<file path="config.mk">
export PLATFORM = sky130hd
export DESIGN_NAME = binary_adder_32_bit_serial
export DESIGN_NICKNAME = d
export VERILOG_FILES = /design/src/rtl/binary_adder_32_bit_serial.sv
export SDC_FILE = /design/constraint.sdc
export NUM_CORES = 1
export LEC_CHECK = 0
export CORE_ASPECT_RATIO = 0.8
export CORE_MARGIN = 1.5
export CORE_UTILIZATION = 55
export CTS_CLUSTER_DIAMETER = 100
export DETAILED_ROUTE_END_ITERATION = 7
export DONT_BUFFER_PORTS = 1
export PLACE_DENSITY = 0.74
export RECOVER_POWER = 50
export SETUP_SLACK_MARGIN = 0.3
export SLEW_MARGIN = 20
export SYNTH_ARGS = -nofsm -noshare
export SYNTH_HDL_FRONTEND = slang
export SYNTH_SLANG_ARGS = --single-unit
</file>
<file path="constraint.sdc">
create_clock -name clk -period 2.8 [get_ports clk]
set_input_delay 0.14 -clock clk [delete_from_list [all_inputs] [get_ports clk]]
set_output_delay 0.14 -clock clk [all_outputs]
set_load 0.1 [all_outputs]
</file>
<file path="src/rtl/binary_adder_32_bit_serial.sv">
// Bit-serial 32-bit adder: BITS_PER_CYCLE bits per clock through a small ripple of full adders.
// Optional signed-overflow output v is enabled by defining ADDER_OVERFLOW_EN.
module binary_adder_32_bit_serial #(
    parameter int BITS_PER_CYCLE = 1
) (
    input  logic        clk,
    input  logic        rst,
    input  logic        start,
    input  logic [31:0] x,
    input  logic [31:0] y,
    input  logic        c0,
    output logic [31:0] s,
    output logic        c32,
`ifdef ADDER_OVERFLOW_EN
    output logic        v,
`endif
    output logic        busy,
    output logic        done
);

    localparam int BPC = BITS_PER_CYCLE;
    localparam int N   = 32 / BPC;
    localparam logic [5:0] LAST_STEP = 6'(N - 1);

    typedef enum logic [1:0] {
        IDLE = 2'd0,
        RUN  = 2'd1,
        DONE = 2'd2
    } state_t;

    state_t         state_q, state_d;
    logic [31:0]    x_q, x_d;
    logic [31:0]    y_q, y_d;
    logic [31:0]    s_q, s_d;
    logic           carry_q, carry_d;
    logic           c32_q, c32_d;
    logic [5:0]     cnt_q, cnt_d;
    logic [BPC+1:0] add_res;
`ifdef ADDER_OVERFLOW_EN
    logic           v_q, v_d;
`endif

    // Returns {carry into the top bit, carry out, sum} of one BPC-bit slice.
    function automatic logic [BPC+1:0] ripple_add(input logic [BPC-1:0] a,
                                                  input logic [BPC-1:0] b,
                                                  input logic           cin);
        logic [BPC-1:0] sum;
        logic           c;
        logic           c_top;
        sum   = '0;
        c     = cin;
        c_top = cin;
        for (int i = 0; i < BPC; i++) begin
            c_top  = c;
            sum[i] = a[i] ^ b[i] ^ c;
            c      = (a[i] & b[i]) | (c & (a[i] ^ b[i]));
        end
        return {c_top, c, sum};
    endfunction

    always_comb begin
        state_d = state_q;
        x_d     = x_q;
        y_d     = y_q;
        s_d     = s_q;
        carry_d = carry_q;
        c32_d   = c32_q;
        cnt_d   = cnt_q;
`ifdef ADDER_OVERFLOW_EN
        v_d     = v_q;
`endif
        add_res = ripple_add(x_q[BPC-1:0], y_q[BPC-1:0], carry_q);

        case (state_q)
            IDLE: begin
                if (start) begin
                    x_d     = x;
                    y_d     = y;
                    carry_d = c0;
                    cnt_d   = '0;
                    state_d = RUN;
                end
            end
            RUN: begin
                // Result slices enter from the MSB end so bit 0 settles in s[0] after N steps.
                s_d     = {add_res[BPC-1:0], s_q[31:BPC]};
                x_d     = x_q >> BPC;
                y_d     = y_q >> BPC;
                carry_d = add_res[BPC];
                cnt_d   = cnt_q + 6'd1;
                if (cnt_q == LAST_STEP) begin
                    c32_d   = add_res[BPC];
`ifdef ADDER_OVERFLOW_EN
                    v_d     = add_res[BPC+1] ^ add_res[BPC];
`endif
                    state_d = DONE;
                end
            end
            DONE: begin
                state_d = IDLE;
            end
            default: begin
                state_d = IDLE;
            end
        endcase
    end

    always_ff @(posedge clk) begin
        if (rst) begin
            state_q <= IDLE;
            s_q     <= '0;
            carry_q <= 1'b0;
            c32_q   <= 1'b0;
            cnt_q   <= '0;
`ifdef ADDER_OVERFLOW_EN
            v_q     <= 1'b0;
`endif
        end else begin
            state_q <= state_d;
            s_q     <= s_d;
            carry_q <= carry_d;
            c32_q   <= c32_d;
            cnt_q   <= cnt_d;
`ifdef ADDER_OVERFLOW_EN
            v_q     <= v_d;
`endif
        end
    end

    // Operand shift registers carry no control meaning and need no reset.
    always_ff @(posedge clk) begin
        x_q <= x_d;
        y_q <= y_d;
    end

    assign s    = s_q;
    assign c32  = c32_q;
    assign busy = (state_q == RUN);
    assign done = (state_q == DONE);
`ifdef ADDER_OVERFLOW_EN
    assign v    = v_q;
`endif

endmodule
</file>
[After elaboration in Yosys (flattened, before gate mapping)]
Cells that the tools add are included.
Storage, ports and cells
  flip-flop bits (word level): 106
  bits in latches: 0
  bits in writable memories: 0
  ROM bits: 0
  input port bits: 68
  output and inout port bits: 35
  word-level logic and storage cells: 34
  memories: 0
Cells by class
  add/subtract/negate cells: 1
  $mul: 0
  div/mod/pow operators: 0
  order comparisons: 0
  equality and inequality tests: 5
  shift-type cells: 0
  multiplexer cells: 11
  bitwise logic cells: 5
  reductions and logical operators: 5
Operators by type and width (number)
  32-bit case mux with 2 select lines: 2
  32-bit 2-to-1 mux: 2
  6-bit case mux with 2 select lines: 1
  6-bit by 1-bit adder with 6-bit output (second input constant): 1
  6-bit by 5-bit == test with 1-bit output (second input constant): 1
  6-bit 2-to-1 mux: 1
  2-bit AND reduction: 3
  2-bit 2-to-1 mux: 2
  2-bit case mux with 2 select lines: 1
  1-bit AND: 2
  2-bit by 1-bit == test with 1-bit output (second input constant): 1
  2-bit == test (second input constant): 1
  2-bit zero test: 1
  2-bit by 1-bit inequality test with 1-bit output (second input constant): 1
  2-bit inequality test (second input constant): 1
  1-bit case mux with 2 select lines: 1
  2-bit nonzero test: 1
  1-bit XOR: 2
  1-bit 2-to-1 mux: 1
  1-bit bitwise OR: 1

[Depth between registers and ports, before layout]
Gate-level depths: netlist of the first run.
  depth in word-level cells: 4
  depth in mapped cells: 5
  mapped depth without buffers: 4

[Worst setup path before layout of the first run]
Ideal clock, no wire load.
  path kind: register -> register
  start: reg state_q[0]
  end: reg cnt_q[2]
  setup time: 132 ps
  arrival time: 2187 ps
  required time: 2668 ps
  slack: 482 ps
  cell stages (with the launch flop): 5
  path buffers: 0
  period minus slack after synthesis: 2318 ps
  path through: dfxtp_1 -> o21bai_1 -> inv_1 -> o211a_1 -> nor3_1
Between the ends
  word-level cells in the longest chain between the ends: 3
  elaborated cells on any way between the ends: 6
  those cells by class: eq/ne: 2; mux: 1; reduce/logical: 3
RTL lines
  from (decl): line 31  | state_t state_q, state_d;
  from (signal assigned): line 119  | state_q <= state_d;
  2-bit by 1-bit == test with 1-bit output or 2-bit zero test (tied branches): line 74  | case (state_q)
  2-bit nonzero test (no line) or 2-bit inequality test (tied branches)
  2-bit AND reduction (no line)
  to (signal assigned): line 123  | cnt_q <= cnt_d;
  to (decl): line 37  | logic [5:0] cnt_q, cnt_d;
Parallel ways exist; a longest one is shown, timed or not.
A chain may end at the register's enable or synchronous reset.

[Final worst setup path of the first run]
  start: reg state_q[0]
  end: out busy
Between the ends
  word-level cells in the longest chain between the ends: 1
RTL lines
  2-bit by 1-bit == test with 1-bit output: line 138  | assign busy = (state_q == RUN);
  to (decl): line 17  | output logic busy,
Every way passes these cells.

==> summary.txt, run 1 <==
Synthesis
  • Warnings, synthesis: 0
  • Synthesized instance count: 458
  • Post-Synthesis Mean Instance Area: 9.30 sq um
  • Largest cells by area after synthesis: edfxtp_1, nand2_1, dfxtp_1
  • Number of nets produced by synthesis: 528
  • FF+latch count, synth: ~110
  • Share of synthesized area occupied by flip-flops and latches: 64.9%
  • Yosys cell types: 31
  • Area of the mapped netlist: 0.00426 sq mm
  • Area leader, netlist: edfxtp_1
  • Top cell type's share of synthesized area: a little under half

Place
  • Last weighted congestion value of the routability-driven placer: around 0.74
  • Number of cells after detailed placement: 576
  • DP HPWL: 5340 um
  • Placement Cell Area: 0.00461 sq mm
  • Number of port buffers: 0
  • Setup WS pre-CTS: about 0.86 ns

Clock network
  • Number of clock buffers inserted by TritonCTS: 9
  • Longest Clk Path Bufs: 2
  • # H-tree levels: 3
  • Post-CTS Hold Fix Bufs: 65
  • Total of cells resized after clock tree synthesis: 0
  • Post-CTS clock slew at the launch and capture registers of the worst setup and hold paths: roughly 0.10 ns
  • Source-to-sink clock delay at the later pin of the worst-skew pair: 0.37 ns
  • Clock tree from TritonCTS: done
  • Root Buffer: clkbuf_8
  • Number of sinks on the clock net: around 110
  • Post-CTS setup-driven buffer insertion count: 0

GRT
  • Aggregate global routing overflow: 0
  • Global routing met3 resource utilization: 7.15%
  • Number of antenna violations at the first check in global routing: 0
  • Met2 Resource Use GR: roughly 41%
  • Global-route wire length before repair: around 15,000 um
  • Layer carrying the most global-route usage: met2
  • Number of global-route vias before repair: roughly 3,200
  • Pin count of the biggest net entering global routing: 56
  • Total track usage: between 20% and 30%
  • Global routing usage on met1: 28.5%

Power
  • Leakage dissipation: 2.13 nW
  • Worst supply voltage drop on vdd: 0.378 mV
  • Total power consumption of the routed design: between 3 and 4 mW
  • Net Sw Power: 0.753 mW
  • Part of the power in combinational logic: 10.7%
  • Switching portion of total power: 24.2%
  • Internal power component: 2.36 mW
  • Power density relative to cell area: 582 mW/mm^2
  • Clock power share: ~31%
  • Share of total power in sequential cells: 58.6%

Final layout
  • Layout Cells excl Fill: 657
  • Post-route cell area: 0.00534 sq mm
  • Diode count: 0
  • Number of nets in the finished design: 617
  • Synthesis-to-finish area growth: 25.4%
  • Utilization after layout: 71.6%
  • Ratio of cells with drive above 1 in the final layout: 4.71%

Floorplan
  • Core ar.: roughly 0.0075 sq mm
  • Row cnt: 28
  • Total I/O pin count: 103
  • Die area: about 0.0083 sq mm
  • Die Width: 101 um
  • Floorplan die height: 81.7 um
  • Starting density of the core: 57.1%

Hold path
  • Hold Path Cell Cnt: 2
  • Worst Hold Launch: rst
  • Hold endpoint: s[22]$_SDFFE_PP0P_
  • Worst hold path class: input pin to flip-flop

Setup path
  • Highest-delay cell along the critical path: dfxtp_1
  • Reg-to-reg critical path endpoint: c32$_SDFFE_PP0P_
  • Required time worst endpoint: 2.66 ns
  • CP Buf/Inv Count: 2
  • Reg2reg setup slack: 0.63 ns
  • R2R cell count: 4
  • Critical path peak fanout: 55
  • Startpoint Class: flip-flop
  • Cell Chain, Critical Path: nand2b_4 -> inv_4 -> buf_4
  • Critical R2R Launch: state_q[0]$_SDFFE_PP0P_
  • Dominant delay contributor by cell family on the critical path: buffers and inverters
  • Arrival time at the worst endpoint: ~2.1 ns
  • Kind of capture point of the worst setup path: output pin
  • Max stage delay on crit path: roughly 0.48 ns
  • Setup CP Type: flip-flop to output pin

STA
  • Post-route minimum period: between 2 and 2.5 ns
  • Max-slew violation count: 0
  • Final hold viol count: 0
  • Worst-margin pin slew: 1.35 ns
  • Fin crit share: 79.1%
  • Slew headroom: roughly 10%
  • Smallest setup slack after layout: 0.584 ns
  • Fmax achieved: 451 MHz
  • Worst-case clock skew: approximately 0.0094 ns
  • RSZ-0062 raised after global routing: no
  • Setup TNS after final layout: 0 ns
  • Endpoints failing setup: 0
  • Final worst hold slack: 0.0506 ns

Flow run
  • Max-cap violations: 0

Route
  • Total wirelength of the detailed-routed design: 9350 um
  • Vias per inst: 5.14
  • Number of violations reported at the end of detailed-routing iteration 0: between 150 and 200
  • Number of detailed-routing iterations run before antenna repair: 4
  • Via total after detailed routing: 3,380
  • Count of nets left with antenna violations after detail routing: 0
  • Count of unresolved DRC violations after routing: 0
  • Post-detailed-route wirelength per cell: 14.2 um

Outcome
  • Status: finished clean
-- kinds of logic (layout without fill, tap and decap cells) --
| group | after synthesis | count (layout) | share of synthesized area (%) |
|---|---|---|---|
| and+or+nand+nor | 279 | 279 | 26.0 |
| adders and majority gates | 2 | 2 | 0.764 |
| AOI/OAI and AO/OA | 42 | 42 | 5.38 |
| buffers and inverters | 28 | 122 | 2.76 |
| DFF | 106 | 106 | 64.9 |
| muxes | 1 | 1 | 0.235 |
-- worst max path at each step --
stage,slack [ns],cells after the start,startpoint,endpoint
after floorplan,0.48,4,state_q[0]$_SDFFE_PP0P_,cnt_q[2]$_SDFFE_PP0P_
after global placement,0.95,5,state_q[0]$_SDFFE_PP0P_,y_q[2]$_DFFE_PP_
after detailed placement,0.86,5,state_q[0]$_SDFFE_PP0P_,cnt_q[3]$_SDFFE_PP0P_
after CTS,0.57,3,state_q[0]$_SDFFE_PP0P_,busy
after global routing,0.38,4,state_q[0]$_SDFFE_PP0P_,c32$_SDFFE_PP0P_
final,0.58,3,state_q[0]$_SDFFE_PP0P_,busy
-- routing by layer --
metal | share of wire [%] | up-vias
met4 | 1.4 | 0
met3 | 5.3 | 14
met1 | 42 | 1597
li1 | - | 1674
met5 | 0 | -
met2 | 51 | 95
-- state kept, by name, summed over array words and instances, names as in the netlist --
signal	cells
c32	1
carry_q	1
cnt_q	6
s	32
state_q	2
x_q	32
y_q	32
-- layout by cell type, fill, tap and decap left out, types with 2 or more instances in the layout --
cell type and n:
a21oi_1 35, a31oi_1 2, buf_12 3, buf_4 2
clkbuf_1 35, clkbuf_8 10, clkinvlp_4 2, dfxtp_1 42
dlygate4sd3_1 64, edfxtp_1 64, nand2_1 253, nand2b_1 2
nand3_1 4, nor2_1 3, nor3_1 4, or3_1 2
or3b_2 2
-- power groups by stage --
stage / Sequential, mW / Combinational [mW] / Clock (mW)
after CTS: 1.82 / 0.329 / 0.975
after global routing: 1.83 / 0.369 / 1.04
after detailed placement: 1.85 / 0.245 / 0
final: 1.82 / 0.333 / 0.953
after global placement: 1.85 / 0.235 / 0
after floorplan: 1.86 / 0.181 / 0
-- cell type report --
class	count	area, sq um
clock inverter	5	62.6
fill	561	2120
clock buffer	11	141
timing repair buffer	104	848
sequential	106	2760
multi-input combinational	324	1390
tap	105	131
inverter	2	10.0
-- synthesized netlist by cell type, drive strengths merged --
cell	n
o21bai	1
o211a	1
o311ai	1
nor2b	1
a22oi	1
or2b	1
mux2i	1
and2	2
dfxtp	42
edfxtp	64
a31oi	2
or3b	2
or3	2
nor3	4
nand2b	3
nand2	253
nor2	3
nor4	1
inv	2
a21oi	35
nor3b	1
nand3	4
a211oi	1
ha	1
or4	1
clkbuf	16
fa	1
buf	10
nand4	1
No activity file was read; power rests on OpenSTA's default activity.
==> run 2: changes to the inputs <==
==> constraint.sdc (replaced) <==
create_clock -name clk -period 2.32 [get_ports clk]
set_input_delay 0.116 -clock clk [delete_from_list [all_inputs] [get_ports clk]]
set_output_delay 0.116 -clock clk [all_outputs]
set_load 0.1 [all_outputs]
==> summary.txt, run 2 (synthesis results as in run 1) <==
Setup path
  • Max stage delay on crit path: 0.56 ns
  • Arrival time at the worst endpoint: 2.20 ns
  • Highest-delay cell along the critical path: clkbuf_2
  • CP Buf/Inv Count: 2
  • Critical path peak fanout: 38
  • Startpoint Class: flip-flop
  • Required time worst endpoint: about 2.6 ns
  • Setup CP Type: flip-flop to flip-flop
  • Dominant delay contributor by cell family on the critical path: compound AO/OA/AOI/OAI gates
  • Cell Chain, Critical Path: o21bai_2 -> clkinvlp_4 -> clkbuf_2 -> a211oi_1
  • Kind of capture point of the worst setup path: flip-flop

Floorplan
  • Total I/O pin count: a little over 100
  • Starting density of the core: a little under three fifths
  • Floorplan die height: 81.7 um
  • Core ar.: 0.00746 sq mm
  • Die Width: 101 um
  • Die area: 0.00828 sq mm
  • Row cnt: 28

Place
  • Last weighted congestion value of the routability-driven placer: 0.708
  • Setup WS pre-CTS: 0.580 ns
  • Placement Cell Area: 0.00462 sq mm
  • DP HPWL: around 5300 um
  • Number of port buffers: 0

Final layout
  • Filler cell count: 581
  • Most common library cell in the layout ignoring fill and taps: nand2_1
  • Synthesis-to-finish area growth: 25.6%
  • Storage cell area: 0.00276 sq mm
  • Top library cells by usage in the layout, fill and taps aside: nand2_1, dlygate4sd3_1, edfxtp_1
  • Ratio of cells with drive above 1 in the final layout: 5.06%
  • Total area of multi-input combinational cells: 0.00139 sq mm
  • Diode count: 0
  • Number of nets in the finished design: 618
  • Post-route cell area: 0.00535 sq mm

Clock network
  • Clock tree from TritonCTS: done
  • Post-CTS setup-driven buffer insertion count: 0
  • Source-to-sink clock delay at the later pin of the worst-skew pair: ~0.36 ns
  • Post-CTS clock slew at the launch and capture registers of the worst setup and hold paths: 0.10 ns
  • Number of sinks on the clock net: ~110
  • # H-tree levels: 3
  • Post-CTS Hold Fix Bufs: 65
  • Root Buffer: clkbuf_8
  • Longest Clk Path Bufs: 2
  • Total of cells resized after clock tree synthesis: 0
  • Number of clock buffers inserted by TritonCTS: 9

Route
  • Highest routed layer: met4
  • Via total after detailed routing: 3,330
  • Vias per inst: between 5 and 6
  • Number of detailed-routing iterations run before antenna repair: 4
  • Routed met2 length: 4910 um
  • Total wirelength of the detailed-routed design: 9390 um
  • Metal-1 WL: 3830 um
  • Count of unresolved DRC violations after routing: 0
  • Met3 routed wirelength: 553 um
  • Post-detailed-route wirelength per cell: ~14 um
  • Number of violations reported at the end of detailed-routing iteration 0: between 150 and 200
  • Count of nets left with antenna violations after detail routing: 0

GRT
  • Pin count of the biggest net entering global routing: 57
  • Number of global-route vias before repair: roughly 3,300
  • Global-route wire length before repair: around 15,000 um
  • Total track usage: 23.7%
  • Aggregate global routing overflow: 0
  • Number of antenna violations at the first check in global routing: 0

Power
  • Worst supply voltage drop on vdd: between 0.5 and 0.6 mV
  • Leakage dissipation: 2.14 nW
  • Total power consumption of the routed design: approximately 3.7 mW
  • Power density relative to cell area: 699 mW/mm^2

STA
  • Slew headroom: between 10% and 20%
  • Final worst hold slack: about 0.042 ns
  • RSZ-0062 raised after global routing: no
  • Worst-case clock skew: 0.0113 ns
  • Post-route minimum period: 1.93 ns
  • Worst-margin pin slew: 1.32 ns
  • Setup TNS after final layout: 0 ns
  • Fin crit share: 83.3%
  • Max-slew violation count: 0
  • Fmax achieved: 518 MHz
  • Final hold viol count: 0
  • Endpoints failing setup: 0
  • Smallest setup slack after layout: between 0.3 and 0.4 ns

Hold path
  • Worst hold path class: input pin to flip-flop

Outcome
  • Status: finished clean

Flow run
  • Max-cap violations: 0
run 2: cell count changes in the layout (fill, tap and decap cells not counted), sizes merged:
cell	delta
clkbuf	-1
inv	+1
clkinvlp	-1
clkinv	+2
run 2: final cells by class:
type / count / area share [%]
flip-flops and latches: 106 / 51.6
multi-input cells: 324 / 26.0
repair buffers: 105 / 16.0
well taps: 105 / 2.46
clock buffers: 9 / 2.32
clock inverters: 7 / 1.40
inverters: 2 / 0.257
run 2: per-layer routing:
| metal | track usage, % | vias to the layer above |
|---|---|---|
| li1 | - | 1673 |
| met1 | 28.3 | 1540 |
| met2 | 41.6 | 107 |
| met3 | 7.66 | 10 |
| met4 | 6.94 | 0 |
| met5 | 0 | - |
run 2: final timing paths:
check / startpoint / cells after the start / endpoint / slack [ns]
worst max-delay path: state_q[0]$_SDFFE_PP0P_ / 4 / cnt_q[0]$_SDFFE_PP0P_ / 0.39
worst min-delay path: rst / 2 / s[17]$_SDFFE_PP0P_ / 0.04
worst max register to register: state_q[0]$_SDFFE_PP0P_ / 4 / cnt_q[0]$_SDFFE_PP0P_ / 0.39
worst min register to register: s[10]$_SDFFE_PP0P_ / 2 / s[9]$_SDFFE_PP0P_ / 0.46
run 2: power by group:
part / leakage (nW) / internal [mW] / switching [mW]
logic: 1.04 / 0.157 / 0.247
clock network: 0.101 / 0.510 / 0.628
registers: 0.993 / 2.16 / 0.0434
run 2: per-stage QoR:
stage          instances  utilization, %
2_1_floorplan        458               -
3_3_place_gp         577            61.9
3_5_place_dp         577            61.9
4_1_cts              658            73.5
5_1_grt              658            71.7
6_report             658            71.7
==> run 3: changes to the inputs <==
--- a/config.mk
+++ b/config.mk
@@ -11,7 +11,7 @@
 export CTS_CLUSTER_DIAMETER = 100
 export DETAILED_ROUTE_END_ITERATION = 7
 export DONT_BUFFER_PORTS = 1
-export PLACE_DENSITY = 0.74
+export PLACE_DENSITY = 0.77
 export RECOVER_POWER = 50
 export SETUP_SLACK_MARGIN = 0.3
 export SLEW_MARGIN = 20
==> constraint.sdc (replaced) <==
create_clock -name clk -period 1.6 [get_ports clk]
set_input_delay 0.08 -clock clk [delete_from_list [all_inputs] [get_ports clk]]
set_output_delay 0.08 -clock clk [all_outputs]
set_load 0.1 [all_outputs]
==> summary.txt, run 3 (synthesis results as in run 1) <==
Place
  • Setup WS pre-CTS: between 0.2 and 0.25 ns
  • Number of port buffers: 0
  • DP HPWL: 5180 um
  • Last weighted congestion value of the routability-driven placer: 0.763
  • Placement Cell Area: roughly 0.0047 sq mm

Clock network
  • Clock tree from TritonCTS: done
  • Root Buffer: clkbuf_8
  • Longest Clk Path Bufs: 2
  • Number of sinks on the clock net: approximately 110
  • Source-to-sink clock delay at the later pin of the worst-skew pair: ~0.36 ns
  • Post-CTS clock slew at the launch and capture registers of the worst setup and hold paths: 0.09 ns
  • Number of clock buffers inserted by TritonCTS: 9
  • # H-tree levels: 3

STA
  • Fmax achieved: slightly above 700 MHz
  • Max-slew violation count: 0
  • Endpoints failing setup: 0
  • Slew headroom: 63.4%
  • Final hold viol count: 0
  • Worst-margin pin slew: 0.551 ns
  • Worst-case clock skew: 0.00884 ns
  • Smallest setup slack after layout: 0.211 ns
  • RSZ-0062 raised after global routing: yes
  • Fin crit share: 86.8%
  • Post-route minimum period: 1.39 ns
  • Final worst hold slack: 0.0503 ns

Setup path
  • Cell mode on critical path: buf_12
  • Kind of capture point of the worst setup path: output pin
  • Setup CP Type: flip-flop to output pin
  • Reg2reg setup slack: 0.22 ns
  • Highest-delay cell along the critical path: dfxtp_1
  • Startpoint Class: flip-flop
  • Critical path peak fanout: 8
  • Required time worst endpoint: 1.52 ns
  • Reg-to-reg critical path endpoint: x_q[30]$_DFFE_PP_
  • Max stage delay on crit path: 0.39 ns
  • Critical R2R Launch: state_q[1]$_SDFFE_PP0P_
  • R2R cell count: 6
  • Cell Chain, Critical Path: nand2b_4 -> inv_8 -> buf_12 -> buf_12
  • Arrival time at the worst endpoint: between 1 and 1.5 ns

Floorplan
  • Die Width: slightly above 100 um
  • Row cnt: 28
  • Die area: 0.00828 sq mm
  • Floorplan die height: just over 80 um
  • Core ar.: 0.00746 sq mm
  • Starting density of the core: a little under three fifths
  • Total I/O pin count: approximately 100

GRT
  • Pin count of the biggest net entering global routing: 57
  • Number of global-route vias before repair: 3,261
  • Total track usage: 25.2%
  • Global-route wire length before repair: 15,700 um
  • Number of antenna violations at the first check in global routing: 0
  • Aggregate global routing overflow: 0

Outcome
  • Status: finished clean

Power
  • Part of the power in combinational logic: 13.2%
  • Internal power component: 4.04 mW
  • Total power consumption of the routed design: 5.39 mW
  • Clock power share: 27.5%
  • Worst supply voltage drop on vdd: 0.689 mV
  • Share of total power in sequential cells: slightly below 60%
  • Leakage dissipation: 2.37 nW
  • Switching portion of total power: 25.0%
  • Net Sw Power: 1.35 mW
  • Power density relative to cell area: around 950 mW/mm^2

Final layout
  • Diode count: 0
  • Synthesis-to-finish area growth: 33.4%
  • Most common library cell in the layout ignoring fill and taps: nand2_1
  • Post-route cell area: 0.00568 sq mm
  • Top library cells by usage in the layout, fill and taps aside: nand2_1, dlygate4sd3_1, edfxtp_1
  • Number of nets in the finished design: 636
  • Ratio of cells with drive above 1 in the final layout: 15.8%
  • Utilization after layout: 76.1%

Hold path
  • Worst hold path class: input pin to flip-flop
  • Worst Hold Launch: start
  • Hold endpoint: state_q[0]$_SDFFE_PP0P_
  • Hold Path Cell Cnt: 3

Route
  • Number of violations reported at the end of detailed-routing iteration 0: 158
  • Post-detailed-route wirelength per cell: 16.0 um
  • Number of detailed-routing iterations run before antenna repair: 4
  • Count of nets left with antenna violations after detail routing: 0
  • Total wirelength of the detailed-routed design: 10,800 um
  • Via total after detailed routing: 3,493
  • Vias per inst: 5.17
  • Count of unresolved DRC violations after routing: 0

Flow run
  • Max-cap violations: 0
[run 3: cell count changes in the layout (fill, tap and decap cells not counted), moves of 3 or more]
cell      before  now
clkbuf_2       2   34
clkbuf_1      34    4
buf_12         3    8
buf_4          2    6
buf_6          0    4
nand2_1      253  249
nand2_2        0    4
a21oi_1       35   32
a21oi_2        0    3
[run 3: final cells by class]
cell class              count  area, sq um
clock buffers              12          145
clock inverters             4         25.0
fillers                   519         1780
inverters                   2         16.3
multi-input cells         324         1430
flip-flops and latches    106         2770
well taps                 105          131
repair buffers            122         1160
repair inverters            1         6.26
[run 3: power by group through the flow]
stage               combinational [mW]  clock [mW]  sequential, mW
floorplan                        0.322           0            3.26
global placement                 0.439           0            3.24
detailed placement               0.452           0            3.25
CTS                              0.660        1.51            3.18
global route                     0.772        1.59            3.21
finish                           0.711        1.48            3.19
[run 3: critical path, delay by kind of cell (launching register included)]
family	cells	cell delay, ns
flops	1	0.39
buf+inv	3	0.33
simple gates	1	0.22
[run 3: through the flow]
step | setup TNS, ns | cells
after floorplan | -18.74 | 458
after global placement | 0 | 580
after detailed placement | 0 | 580
after CTS | 0 | 672
after global routing | 0 | 676
final | 0 | 676
[run 3: how the worst max path moves through the flow]
stage | slack (ns) | to | startpoint | cells after the start
after floorplan | -0.28 | cnt_q[2]$_SDFFE_PP0P_ | state_q[0]$_SDFFE_PP0P_ | 4
after global placement | 0.26 | carry_q$_SDFFE_PP0P_ | x_q[0]$_DFFE_PP_ | 4
after detailed placement | 0.24 | s[19]$_SDFFE_PP0P_ | state_q[0]$_SDFFE_PP0P_ | 6
after CTS | 0.27 | busy | state_q[1]$_SDFFE_PP0P_ | 4
after global routing | 0.16 | busy | state_q[1]$_SDFFE_PP0P_ | 4
final | 0.21 | busy | state_q[1]$_SDFFE_PP0P_ | 4
[run 3: layer usage]
| metal | routed length, um | global-route usage, % | part of all wire [%] |
|---|---|---|---|
| met2 | 5680 | 46.0 | 53 |
| met1 | 4300 | 30.5 | 40 |
| met3 | 723 | 6.64 | 6.7 |
| met4 | 77 | 5.28 | 0.71 |
| met5 | 0 | 0 | 0 |
[run 3: repair_timing]
action                     in CTS  in global routing
hold endpoints to repair      106                  0
hold buffers                   66                  0
cloned                          3                  2
pin swaps                       2                  1
buffers inserted                7                  2
gates resized for setup         9                 22
setup endpoints to repair      47                 82
